### src/rtl/hs_cdc_gray_ptr_src.sv
// Launch-side gray pointer: queues increment bursts, advances one step per clock.
// gray_out is registered and moves at most one bit per clock, so it may cross domains.
module hs_cdc_gray_ptr_src #(
   parameter int WIDTH      = 8,
   parameter int STEP_WIDTH = 4,
   parameter int PEND_WIDTH = 8
) (
   input  logic                  clk,
   input  logic                  areset,
   input  logic                  step_valid,
   output logic                  step_ready,
   input  logic [STEP_WIDTH-1:0] step_num,
   output logic [WIDTH-1:0]      bin_out,
   output logic [WIDTH-1:0]      gray_out,
   output logic [PEND_WIDTH-1:0] pending,
   output logic                  idle
);

   localparam int PW = PEND_WIDTH + 1;

   localparam logic [PW-1:0] PMAX =
      {1'b0, {PEND_WIDTH{1'b1}}};
   localparam logic [PW-1:0] SMAX =
      {{(PW-STEP_WIDTH){1'b0}}, {STEP_WIDTH{1'b1}}};
   localparam logic [PW-1:0] THRESH = PMAX - SMAX;

   if (PEND_WIDTH <= STEP_WIDTH) begin : g_bad_pend
      $error("PEND_WIDTH must exceed STEP_WIDTH");
   end

   logic          drain;
   logic          acc;
   logic [PW-1:0] pend_ext;
   logic [PW-1:0] add_ext;
   logic [PW-1:0] pend_nx;
   logic [WIDTH-1:0] bin_nx;

   // Admit a request only if a full-size burst still fits in the queue.
   assign pend_ext   = {1'b0, pending};
   assign step_ready = !areset && (pend_ext <= THRESH);
   assign drain      = (pending != '0);
   assign acc        = step_valid && step_ready;
   assign idle       = (pending == '0);

   assign add_ext = acc ? {{(PW-STEP_WIDTH){1'b0}}, step_num}
                        : '0;
   assign pend_nx = pend_ext + add_ext
                  - {{PEND_WIDTH{1'b0}}, drain};
   assign bin_nx  = bin_out + {{(WIDTH-1){1'b0}}, drain};

   always_ff @(posedge clk or posedge areset) begin
      if (areset) begin
         pending  <= '0;
         bin_out  <= '0;
         gray_out <= '0;
      end else begin
         pending  <= pend_nx[PEND_WIDTH-1:0];
         bin_out  <= bin_nx;
         gray_out <= bin_nx ^ (bin_nx >> 1);
      end
   end

`ifndef SYNTHESIS
   logic [WIDTH-1:0] gray_prev;

   always_ff @(posedge clk or posedge areset) begin
      if (areset) gray_prev <= '0;
      else        gray_prev <= gray_out;
   end

   a_gray_one_bit: assert property (
      @(posedge clk) disable iff (areset)
      $countones(gray_out ^ gray_prev) <= 1);

   a_pend_max: assert property (
      @(posedge clk) disable iff (areset)
      pend_nx <= PMAX);

   a_req_hold: assert property (
      @(posedge clk) disable iff (areset)
      (step_valid && !step_ready)
      |=> (step_valid && $stable(step_num)));
`endif

endmodule

### config.mk
export PLATFORM = sky130hd
export DESIGN_NAME = hs_cdc_gray_ptr_src
export DESIGN_NICKNAME = d
export VERILOG_FILES = /design/src/rtl/hs_cdc_gray_ptr_src.sv
export SDC_FILE = /design/constraint.sdc
export NUM_CORES = 1
export LEC_CHECK = 0
export CAP_MARGIN = 20
export CORE_MARGIN = 2
export CORE_UTILIZATION = 30
export DETAILED_ROUTE_END_ITERATION = 10
export PLACE_DENSITY = 0.51
export SLEW_MARGIN = 20
export SYNTH_ARGS = -nofsm -noshare
export SYNTH_HDL_FRONTEND = slang
export SYNTH_SLANG_ARGS = --single-unit
### constraint.sdc
create_clock -name clk -period 3.45 [get_ports clk]
set_input_delay 0.5175 -clock clk [delete_from_list [all_inputs] [get_ports clk]]
set_output_delay 0.5175 -clock clk [all_outputs]
set_load 0.03 [all_outputs]
==> flow_metrics.tcl <==
set metrics [dict create \
    status "finished clean" \
    final_cells 208 \
    core-area_mm2 0.00403 \
    hold_buffers 0 \
    cts_setup_buffers 0 \
    track_usage_pct 11.7 \
    detail-route-antenna-nets 0 \
    wl_per_cell_um 12.2 \
    grt_max_degree 24 \
    fin_worst_skew_ps 5.27 \
    drc 0 \
    ios 33 \
    viasPerCell 4.44 \
    slowest_stage "dfrtp_1" \
    rsz0062_at_grt "no" \
    worstRegToRegCells 14 \
    place_congestion 0.833 \
    htree_levels 1 \
    die_x_um 69.1 \
    max_stage_delay_ps 400 \
    worstPathCellList "nor4_1 -> nor2_1 -> nor3b_1 -> buf_4 -> nand2_1 -> ha_1 -> inv_1 -> ha_1 -> inv_1 -> fa_1 -> nor2b_4 -> o31a_1 -> or4_1 -> and3_1" \
    syn_area_mm2 0.00127 \
    avgSynthCellArea_um2 10.4 \
    tightest_slew_ps 890 \
    fmax_ghz 0.322 \
    fin_crit_ps 3110 \
    hold_viol 0 \
    setup_tns_ps 0 \
    timing.final.max_slew_violations 0 \
    numPortBuffers 32 \
    ys_async_sr_fraction_pct 100 \
    fin_nets 184 \
    overflow 0 \
    critPathArrivalTime_ps 3260 \
    numCtsBuffers 3 \
    critical_path_class "register to register" \
    placement_rows 23 \
    ys.flop_type "dfrtp_1" \
    min_path_type "register to register" \
    drt_iter0_drc 12 \
    clock_path_buffers 2 \
    drv_cap 0 \
    cp.required_ps 3600 \
    synthToLayoutAreaGrowth_pct 33.7 \
    drt_pass1_iterations 4 \
    vias 923 \
    grt_pass1_wl_um 4460 \
    synth_edf_count 0 \
    grt_pass1_vias 985 \
    min_period_over_period_pct 90.1 \
    dp_cells 204 \
    path_clk_slew_ps 80 \
    finalSetupViolCount 0 \
    dp_hpwl_um 2130 \
    syn_nets 147 \
    r2r_slack_ps 340 \
    end_kind "register" \
    initial_core_util_pct 31.6 \
    clk_latency_ps 260 \
    design.die.area_mm2 0.00477 \
    antenna_found_initial 0 \
    synthCells 122 \
    root_buffer "clkbuf_8" \
    whs_ps 529 \
    die_y_um 69.1 \
    holdPathStages 1 \
    crit_fanout 4 \
    yosysSeqAreaShare_pct 45.3 \
    clock-sinks 23 \
    wl_um 2550 \
    cts_tree "built" \
    slew_headroom_pct 40.6 \
    startpoint_type "register" \
    drive_above_1_share_pct 3.16 \
    synth_warnings 0 \
    diodes 0 \
    post_cts_resized 0 \
    synth_cell_types 22 \
    synth_seq_cells 23 \
]
==> sequential cells by signal, indices dropped and copies added (netlist names) <==
register,flops
gray_out,7
pending,8
bin_out,8
==> cell type report <==
class | instances | area (µm²)
timing repair buffer | 33 | 328
tap | 50 | 62.6
fill | 408 | 2330
multi-input combinational | 75 | 602
inverter | 23 | 86.3
clock buffer | 4 | 45.0
sequential | 23 | 576
==> layer usage <==
layer,global-route usage [%],wire length [µm],share of wire (%),vias to the layer above
met5,0,0,0,-
met4,3.27,8,0.31,0
met3,2.49,123,4.8,2
met2,21.8,1310,51,25
met1,13.2,1110,43,435
li1,-,-,-,461
==> through the flow <==
stage	area (µm²)	util [%]	worst slack [ps]
4_1_cts	1700	42.2	332
3_3_place_gp	1650	41.1	314
3_5_place_dp	1650	41.1	277
5_1_grt	1700	42.2	127
6_report	1700	42.2	341
2_1_floorplan	1270	-	358
==> logic make-up (layout without fill, tap and decap cells) <==
group / count (synthesis) / after routing / synth area share [%]
flip-flops: 23 / 23 / 45.3
buffers and inverters: 24 / 60 / 7.38
XOR/XNOR: 17 / 17 / 11.7
AO/OA/AOI/OAI: 12 / 12 / 5.41
AND/OR/NAND/NOR: 28 / 28 / 11.9
adder cells (fa/ha/maj): 18 / 18 / 18.3
==> worst max-delay path: cells and delay by family, from the launching register on <==
| family | cells | cell delay (ps) |
|---|---|---|
| flip-flops | 1 | 400 |
| buffers and inverters | 3 | 260 |
| AO/OA/AOI/OAI | 1 | 270 |
| AND/OR/NAND/NOR | 7 | 1390 |
| adder cells (fa/ha/maj) | 3 | 680 |
==> synthesized netlist by cell type, types with 2 or more instances <==
library cell / n / area (µm²)
a21oi_1: 7 / 35.0
and3_1: 4 / 25.0
dfrtp_1: 23 / 576
ha_1: 17 / 213
inv_1: 23 / 86.3
nand2_1: 7 / 26.3
nand3_1: 6 / 30.0
nor2_1: 4 / 15.0
nor3b_1: 2 / 15.0
o21ai_0: 2 / 10.0
xnor2_1: 4 / 35.0
xor2_1: 13 / 114
==> cells in the final DEF (no fill, tap or decap), types with 2 or more instances in the layout <==
cell type        synthesis  routed
xnor2_1                  4       4
ha_1                    17      17
nor2_1                   4       4
nor3b_1                  2       2
and3_1                   4       4
xor2_1                  13      13
clkdlybuf4s50_1          0      32
nand2_1                  7       7
a21oi_1                  7       7
o21ai_0                  2       2
nand3_1                  6       6
dfrtp_1                 23      23
inv_1                   23      23
clkbuf_8                 0       3
==> worst paths after layout <==
check                                 from     endpoint
worst max-delay path            pending[3]   pending[6]
worst min-delay path            bin_out[7]   bin_out[7]
worst max register to register  pending[3]   pending[6]
worst min register to register  bin_out[7]   bin_out[7]
max in group asynchronous           areset  gray_out[5]
min in group asynchronous           areset   pending[4]
Power is not shown: default switching activity piles up to over one toggle a cycle in this logic, so the estimate is an artifact.
